File: config.mk
export PLATFORM = sky130hd
export DESIGN_NAME = rm_bit_selector_flat
export DESIGN_NICKNAME = d
export VERILOG_FILES = /design/src/rtl/rm_bit_selector_if.sv /design/src/rtl/rm_bit_selector.sv /design/src/flat_wrapper.sv
export SDC_FILE = /design/constraint.sdc
export NUM_CORES = 1
export LEC_CHECK = 0
export CAP_MARGIN = 20
export CORE_UTILIZATION = 60
export CTS_CLUSTER_SIZE = 8
export DETAILED_ROUTE_END_ITERATION = 12
export HOLD_SLACK_MARGIN = 0.05
export PLACE_DENSITY = 0.92
export SYNTH_ARGS = -nofsm -noshare
export SYNTH_HDL_FRONTEND = slang
export SYNTH_SLANG_ARGS = --single-unit
File: constraint.sdc
create_clock -name clk -period 6.8 [get_ports clk]
set_input_delay 1.02 -clock clk [delete_from_list [all_inputs] [get_ports clk]]
set_output_delay 1.02 -clock clk [all_outputs]
set_load 0.01 [all_outputs]
File: src/rtl/rm_bit_selector_if.sv
// Port bundle for rm_bit_selector: start/config, circular-buffer read port, bit stream out.
// The null_cnt signal exists only when RM_NULL_COUNT_EN is defined.
interface rm_bit_selector_if #(
    parameter int unsigned ADDR_W = 15,
    parameter int unsigned E_W    = 16
);
    logic              start;
    logic [E_W-1:0]    cfg_e;
    logic [ADDR_W-1:0] cfg_k0;
    logic [ADDR_W-1:0] cfg_ncb;
    logic              busy;
    logic              rd_en;
    logic [ADDR_W-1:0] rd_addr;
    logic              rd_data;
    logic              rd_null;
    logic              out_bit;
    logic              out_valid;
    logic              out_ready;
    logic              out_last;
    logic              done;
    logic              err;
`ifdef RM_NULL_COUNT_EN
    logic [ADDR_W-1:0] null_cnt;

    modport slave (
        input  start, cfg_e, cfg_k0, cfg_ncb, rd_data, rd_null, out_ready,
        output busy, rd_en, rd_addr, out_bit, out_valid, out_last, done, err, null_cnt
    );
    modport master (
        output start, cfg_e, cfg_k0, cfg_ncb, rd_data, rd_null, out_ready,
        input  busy, rd_en, rd_addr, out_bit, out_valid, out_last, done, err, null_cnt
    );
`else
    modport slave (
        input  start, cfg_e, cfg_k0, cfg_ncb, rd_data, rd_null, out_ready,
        output busy, rd_en, rd_addr, out_bit, out_valid, out_last, done, err
    );
    modport master (
        output start, cfg_e, cfg_k0, cfg_ncb, rd_data, rd_null, out_ready,
        input  busy, rd_en, rd_addr, out_bit, out_valid, out_last, done, err
    );
`endif
endinterface

File: src/rtl/rm_bit_selector.sv
// Rate-matching bit selector: walks the circular buffer from k0, prunes NULL entries, streams E bits.
// Optional RM_NULL_COUNT_EN adds a dropped-NULL counter output (null_cnt).
module rm_bit_selector #(
    parameter int unsigned ADDR_W = 15,
    parameter int unsigned E_W    = 16,
    parameter int unsigned FIFO_D = 2
) (
    input logic              clk,
    input logic              rst,
    rm_bit_selector_if.slave bus
);
    localparam int unsigned PTR_W = (FIFO_D > 1) ? $clog2(FIFO_D) : 1;
    localparam int unsigned CNT_W = $clog2(FIFO_D + 1);
    localparam int unsigned OCC_W = CNT_W + 1;

    typedef enum logic [1:0] {IDLE, RUN, FLUSH, FIN} state_t;

    state_t            state_q, state_d;
    logic [E_W-1:0]    e_q, pushed_q, sent_q;
    logic [ADDR_W-1:0] ncb_q, addr_q, null_run_q;
    logic              rd_pend_q, err_q, busy_q, done_q;
    logic [FIFO_D-1:0] fifo_q;
    logic [PTR_W-1:0]  wr_ptr_q, rd_ptr_q;
    logic [CNT_W-1:0]  count_q;

    logic              active, start_ok, cfg_fault, out_valid, pop, push;
    logic              ret_null, ret_data, null_abort, last_hs, rd_issue;
    logic [OCC_W-1:0]  occ, lim;

    function automatic logic [PTR_W-1:0] ptr_inc(input logic [PTR_W-1:0] p);
        return (p == PTR_W'(FIFO_D - 1)) ? '0 : p + PTR_W'(1);
    endfunction

    assign active     = (state_q == RUN) || (state_q == FLUSH);
    assign start_ok   = (state_q == IDLE) && bus.start;
    assign cfg_fault  = (bus.cfg_ncb == '0) || (bus.cfg_k0 >= bus.cfg_ncb);
    assign out_valid  = (count_q != '0);
    assign pop        = out_valid && bus.out_ready;
    assign last_hs    = pop && (sent_q == e_q - E_W'(1));
    assign ret_null   = active && rd_pend_q && bus.rd_null;
    assign ret_data   = active && rd_pend_q && !bus.rd_null;
    assign push       = ret_data && (pushed_q < e_q);
    assign null_abort = (state_q == RUN) && ret_null && ((null_run_q + ADDR_W'(1)) == ncb_q);

    // Reserve FIFO room for the read in flight plus the one issued now; a pop this cycle frees a slot,
    // which is what lets FIFO_D=2 sustain one bit per clock.
    assign occ      = OCC_W'(count_q) + OCC_W'(rd_pend_q);
    assign lim      = OCC_W'(FIFO_D) + OCC_W'(pop);
    assign rd_issue = (state_q == RUN) && (pushed_q < e_q) && !null_abort && (occ < lim);

    assign bus.rd_en     = rd_issue;
    assign bus.rd_addr   = addr_q;
    assign bus.out_valid = out_valid;
    assign bus.out_bit   = out_valid & fifo_q[rd_ptr_q];
    assign bus.out_last  = out_valid && (sent_q == e_q - E_W'(1));
    assign bus.busy      = busy_q;
    assign bus.done      = done_q;
    assign bus.err       = err_q;

    always_ff @(posedge clk) begin
        if (rst) state_q <= IDLE;
        else     state_q <= state_d;
    end

    always_comb begin
        state_d = state_q;
        case (state_q)
            IDLE:    if (bus.start) state_d = ((bus.cfg_e == '0) || cfg_fault) ? FIN : RUN;
            RUN: begin
                if (null_abort || last_hs)  state_d = FIN;
                else if (pushed_q == e_q)   state_d = FLUSH;
            end
            FLUSH:   if (last_hs) state_d = FIN;
            FIN:     state_d = IDLE;
            default: state_d = IDLE;
        endcase
    end

    // Config latch, read address walk, counters and the output skid FIFO.
    always_ff @(posedge clk) begin
        if (rst) begin
            e_q        <= '0;
            ncb_q      <= '0;
            addr_q     <= '0;
            pushed_q   <= '0;
            sent_q     <= '0;
            null_run_q <= '0;
            rd_pend_q  <= 1'b0;
            err_q      <= 1'b0;
            busy_q     <= 1'b0;
            done_q     <= 1'b0;
            fifo_q     <= '0;
            wr_ptr_q   <= '0;
            rd_ptr_q   <= '0;
            count_q    <= '0;
        end else begin
            rd_pend_q <= rd_issue;
            busy_q    <= (state_d == RUN) || (state_d == FLUSH);
            done_q    <= (state_d == FIN);
            if (start_ok) begin
                e_q        <= bus.cfg_e;
                ncb_q      <= bus.cfg_ncb;
                addr_q     <= bus.cfg_k0;
                pushed_q   <= '0;
                sent_q     <= '0;
                null_run_q <= '0;
                err_q      <= (bus.cfg_e != '0) && cfg_fault;
                wr_ptr_q   <= '0;
                rd_ptr_q   <= '0;
                count_q    <= '0;
            end else begin
                if (rd_issue)
                    addr_q <= (addr_q == ncb_q - ADDR_W'(1)) ? '0 : addr_q + ADDR_W'(1);
                if (ret_null)      null_run_q <= null_run_q + ADDR_W'(1);
                else if (ret_data) null_run_q <= '0;
                if (push) pushed_q <= pushed_q + E_W'(1);
                if (pop)  sent_q   <= sent_q + E_W'(1);
                if (null_abort) begin
                    err_q    <= 1'b1;
                    wr_ptr_q <= '0;
                    rd_ptr_q <= '0;
                    count_q  <= '0;
                end else begin
                    if (push) begin
                        fifo_q[wr_ptr_q] <= bus.rd_data;
                        wr_ptr_q         <= ptr_inc(wr_ptr_q);
                    end
                    if (pop) rd_ptr_q <= ptr_inc(rd_ptr_q);
                    if (push && !pop)      count_q <= count_q + CNT_W'(1);
                    else if (pop && !push) count_q <= count_q - CNT_W'(1);
                end
            end
        end
    end

`ifdef RM_NULL_COUNT_EN
    logic [ADDR_W-1:0] null_cnt_q;

    always_ff @(posedge clk) begin
        if (rst)           null_cnt_q <= '0;
        else if (start_ok) null_cnt_q <= '0;
        else if (ret_null) null_cnt_q <= null_cnt_q + ADDR_W'(1);
    end

    assign bus.null_cnt = null_cnt_q;
`endif

endmodule

File: src/flat_wrapper.sv
// flat-port wrapper written by rule: the top's interface ports become plain ports
module rm_bit_selector_flat 
#(
    parameter int unsigned ADDR_W = 15,
    parameter int unsigned E_W    = 16,
    parameter int unsigned FIFO_D = 2
)
  (clk, rst, bus_start, bus_cfg_e, bus_cfg_k0, bus_cfg_ncb, bus_rd_data, bus_rd_null, bus_out_ready, bus_busy, bus_rd_en, bus_rd_addr, bus_out_bit, bus_out_valid, bus_out_last, bus_done, bus_err);
  rm_bit_selector_if #(.ADDR_W(ADDR_W), .E_W(E_W)) bus_i ();
  input logic clk;
  input logic rst;
  input wire logic [$bits(bus_i.start)-1:0] bus_start;
  input wire logic [$bits(bus_i.cfg_e)-1:0] bus_cfg_e;
  input wire logic [$bits(bus_i.cfg_k0)-1:0] bus_cfg_k0;
  input wire logic [$bits(bus_i.cfg_ncb)-1:0] bus_cfg_ncb;
  input wire logic [$bits(bus_i.rd_data)-1:0] bus_rd_data;
  input wire logic [$bits(bus_i.rd_null)-1:0] bus_rd_null;
  input wire logic [$bits(bus_i.out_ready)-1:0] bus_out_ready;
  output wire logic [$bits(bus_i.busy)-1:0] bus_busy;
  output wire logic [$bits(bus_i.rd_en)-1:0] bus_rd_en;
  output wire logic [$bits(bus_i.rd_addr)-1:0] bus_rd_addr;
  output wire logic [$bits(bus_i.out_bit)-1:0] bus_out_bit;
  output wire logic [$bits(bus_i.out_valid)-1:0] bus_out_valid;
  output wire logic [$bits(bus_i.out_last)-1:0] bus_out_last;
  output wire logic [$bits(bus_i.done)-1:0] bus_done;
  output wire logic [$bits(bus_i.err)-1:0] bus_err;
  assign bus_i.start = bus_start;
  assign bus_i.cfg_e = bus_cfg_e;
  assign bus_i.cfg_k0 = bus_cfg_k0;
  assign bus_i.cfg_ncb = bus_cfg_ncb;
  assign bus_i.rd_data = bus_rd_data;
  assign bus_i.rd_null = bus_rd_null;
  assign bus_i.out_ready = bus_out_ready;
  assign bus_busy = bus_i.busy;
  assign bus_rd_en = bus_i.rd_en;
  assign bus_rd_addr = bus_i.rd_addr;
  assign bus_out_bit = bus_i.out_bit;
  assign bus_out_valid = bus_i.out_valid;
  assign bus_out_last = bus_i.out_last;
  assign bus_done = bus_i.done;
  assign bus_err = bus_i.err;
  rm_bit_selector #(.ADDR_W(ADDR_W), .E_W(E_W), .FIFO_D(FIFO_D)) u_core (.clk(clk), .rst(rst), .bus(bus_i));
endmodule
==> results.toml <==
[outcome]
status = "complete, but fails checks"
violations = "design-rule violations"

[sta]
setup_viol = 0
skew_ns = 0.0124
max_freq_mhz = 205
slew_headroom_pct = 40.1
final_hold_viol_count = 0
setup_ws_ns = 1.93
tns_ns = 0
finalCriticalPeriod_ns = 4.87
finalCritPeriodShare_pct = 71.6
slew_violations = 0
tightest_slew_ns = 0.897
rsz0062_at_grt = "false"

[drt]
via_per_inst = 6.43
routed.top_layer = "met4"
drtPass1Iterations = 11
routed-wl-met2_mm = 8.93
wl_per_cell_um = 17.6
ant_nets = 0
drc = 3
wl_met3_mm = 1.99
wirelength_mm = 19.7
vias = 7211
wl_met1_mm = 8.23
drt-initial-drc-count = 893

[placement]
hpwlAfterDp_mm = 14.3
gp_congestion = 0.912
numPortBuffers = 73
pre_cts_ws_ns = 1.96

[setup_path]
crit_path_end_kind = "output pin"
cpMaxStageDelayCell = "clkdlybuf4s50_1"
required_ns = 5.78
critical_path_class = "primary input to output pin"
crit_path_frequent_cell = "clkdlybuf4s50_1"
crit_start = "bus_rd_null"
reg2reg_from = "u_core.ncb_q[0]$_SDFFE_PP0P_"
cp_slowest_stage_delay_ns = 0.86
rr_worst_depth = 10
critPathLaunchType = "primary input"
path_cells = "clkdlybuf4s50_1, nand2_1, nor3_1, nand3_1, nor4_1, o2111ai_2, nand2_2, inv_1, clkdlybuf4s50_1"
cp_max_fo = 18
critPathArrivalTime_ns = 3.85

[pwr]
swShare_pct = 39.5
combPwrFrac_pct = 39.5
p_clk_share_pct = 23.5
powerDensity_nw_per_um2 = 264
p_int_w = 0.00131
p_seq_share_pct = 37.1
p_sw_w = 0.000855
p_leak_nw = 3.03
vdd_drop_max_v = 0.000182

[cts]
insertion_delay_ns = 0.36
cts.htree.levels = 3
cts_resized = 0
cts_tree = "done"
cts_setup_buffers = 0
cts_root_buf = "clkbuf_16"
postCtsHoldBufs = 0
cts_buffers = 9
clock-sinks = 105
cts_buffer_depth = 2
clkTransAtPathRegs_ns = 0.07

[finish]
drive_gt1_share_pct = 4.19
layout_commonest_cell = "dfxtp_1"
synthToLayoutAreaGrowth_pct = 13.3
fillers = 910
diodes = 0
nNetsFinal = 1071
layout_common_cells = "dfxtp_1 (105), nand2_1 (99), nor2_1 (89)"

[global_route]
grt_max_degree = 61
gr-total-overflow = 0
grt_pass1_wl_mm = 32.5
antenna_found_initial = 0
grtUsageTotal_pct = 32.0
grt_pass1_vias = 6828

[synthesis]
netlist_area_um2 = 7220
syn_nets = 1038
ys_ff_latch = 105
synth_cells = 941
synth_edf_count = 0
post_synth.cell_area_avg_um2 = 7.67
ys_seq_area_share_pct = 29.1
synth-async-reset-ratio_pct = 0
yosysWarnings = 0
synthFlopType = "dfxtp_1"
synth_cell_types = 73

[flow_run]
maxCapViolations = 0

[floorplanning]
initial_core_util_pct = 62.4
io_pins = 74
num_rows = 39
dieHeight_um = 112
core_region_area_um2 = 11600
fp.dieW_um = 112
die_area_um2 = 12500

[min_path]
worstHoldStart = "u_core.e_q[1]$_SDFFE_PP0P_"
hp-class = "flop to flop"
hold_depth = 2
-- power groups by stage --
| stage | clock, W | combinational, W | sequential, W |
|---|---|---|---|
| floorplan | 0 | 0.000622 | 0.000764 |
| global placement | 0 | 0.000801 | 0.000805 |
| detailed placement | 0 | 0.000828 | 0.000808 |
| CTS | 0.000509 | 0.000840 | 0.000794 |
| global route | 0.000533 | 0.000932 | 0.000807 |
| finish | 0.000508 | 0.000853 | 0.000801 |
-- registers in the layout, summed over array words and instances (netlist names) --
signal	flops
u_core.fifo_q	2
u_core.bus.busy	1
u_core.pushed_q	16
u_core.state_q	2
u_core.rd_ptr_q	1
u_core.rd_pend_q	1
u_core.bus.err	1
u_core.ncb_q	15
u_core.bus.rd_addr	15
u_core.sent_q	16
u_core.e_q	16
u_core.count_q	2
u_core.null_run_q	15
u_core.wr_ptr_q	1
u_core.bus.done	1
-- path summary, 6_finish.rpt --
path | to | slack (ns)
min | u_core.e_q[1]$_SDFFE_PP0P_ | 0.51
max | bus_rd_en | 1.93
max reg2reg | u_core.bus.rd_addr[4]$_SDFFE_PP0P_ | 3.19
min reg2reg | u_core.e_q[1]$_SDFFE_PP0P_ | 0.51
-- kinds of logic (layout without fill, tap and decap cells) --
kind of cell	after synthesis	in the layout	share of synthesized area, %
muxes	8	8	1.11
xor gates and xnor gates	82	82	9.95
and+or+nand+nor	396	396	28.4
DFF	105	105	29.1
buffers and inverters	100	137	6.00
adders and majority gates	45	45	7.80
AOI/OAI and AO/OA	205	205	17.6
-- Yosys cell counts (all sizes together), types with 6 or more instances --
| cell type | instances | area share (%) |
|---|---|---|
| a21oi | 79 | 5.5 |
| or3b | 7 | 0.85 |
| nor2b | 12 | 1.0 |
| or4 | 7 | 0.83 |
| o21a | 7 | 0.73 |
| inv | 45 | 2.3 |
| ha | 45 | 7.8 |
| nor2 | 89 | 4.6 |
| or3 | 16 | 1.4 |
| buf | 9 | 0.97 |
| a31oi | 18 | 1.6 |
| xnor2 | 39 | 4.7 |
| o21ai | 37 | 2.6 |
| and3 | 16 | 1.4 |
| dfxtp | 105 | 29 |
| xor2 | 43 | 5.2 |
| nand2b | 6 | 0.52 |
| a21o | 17 | 1.8 |
| nor4 | 23 | 2.3 |
| mux2i | 8 | 1.1 |
| nor3b | 6 | 0.62 |
| clkbuf | 46 | 2.7 |
| nand2 | 101 | 5.3 |
| o31ai | 8 | 0.83 |
| nand4 | 31 | 2.7 |
| and2 | 7 | 0.66 |
| nand3 | 34 | 2.4 |
| nor3 | 26 | 2.0 |
-- metrics by stage --
stage                     instance area [µm²]  utilization (%)  instances  power, W  hold WS, ns
after floorplan                          7220                -        941   0.00139        0.456
after global placement                   7900             68.3       1106   0.00161        0.479
after detailed placement                 7900             68.3       1106   0.00164        0.495
after CTS                                8180             70.7       1121   0.00214        0.504
after global routing                     8180             70.7       1121   0.00227        0.517
final                                    8180             70.7       1121   0.00216        0.505
-- area by class of cell --
type | instances | area, µm² | area share, %
multi-input cells | 736 | 4690 | 57.3
flip-flops and latches | 105 | 2100 | 25.7
repair buffers | 77 | 761 | 9.30
clock buffers | 11 | 253 | 3.09
well taps | 143 | 179 | 2.19
inverters | 45 | 169 | 2.07
clock inverters | 4 | 27.5 | 0.337
-- critical path, delay by kind of cell --
kind                   cells  cell delay [ns]
AOI/OAI and AO/OA          1             0.26
buffers and inverters      3             1.44
and+or+nand+nor            5             1.12
-- metal layers --
layer  vias to the layer above  global-route usage (%)
li1                       3408                       -
met1                      3353                    41.7
met4                         0                    13.2
met5                         -                       0
met2                       387                    50.4
met3                        63                    8.00
Power figures use the tool's default switching activity.
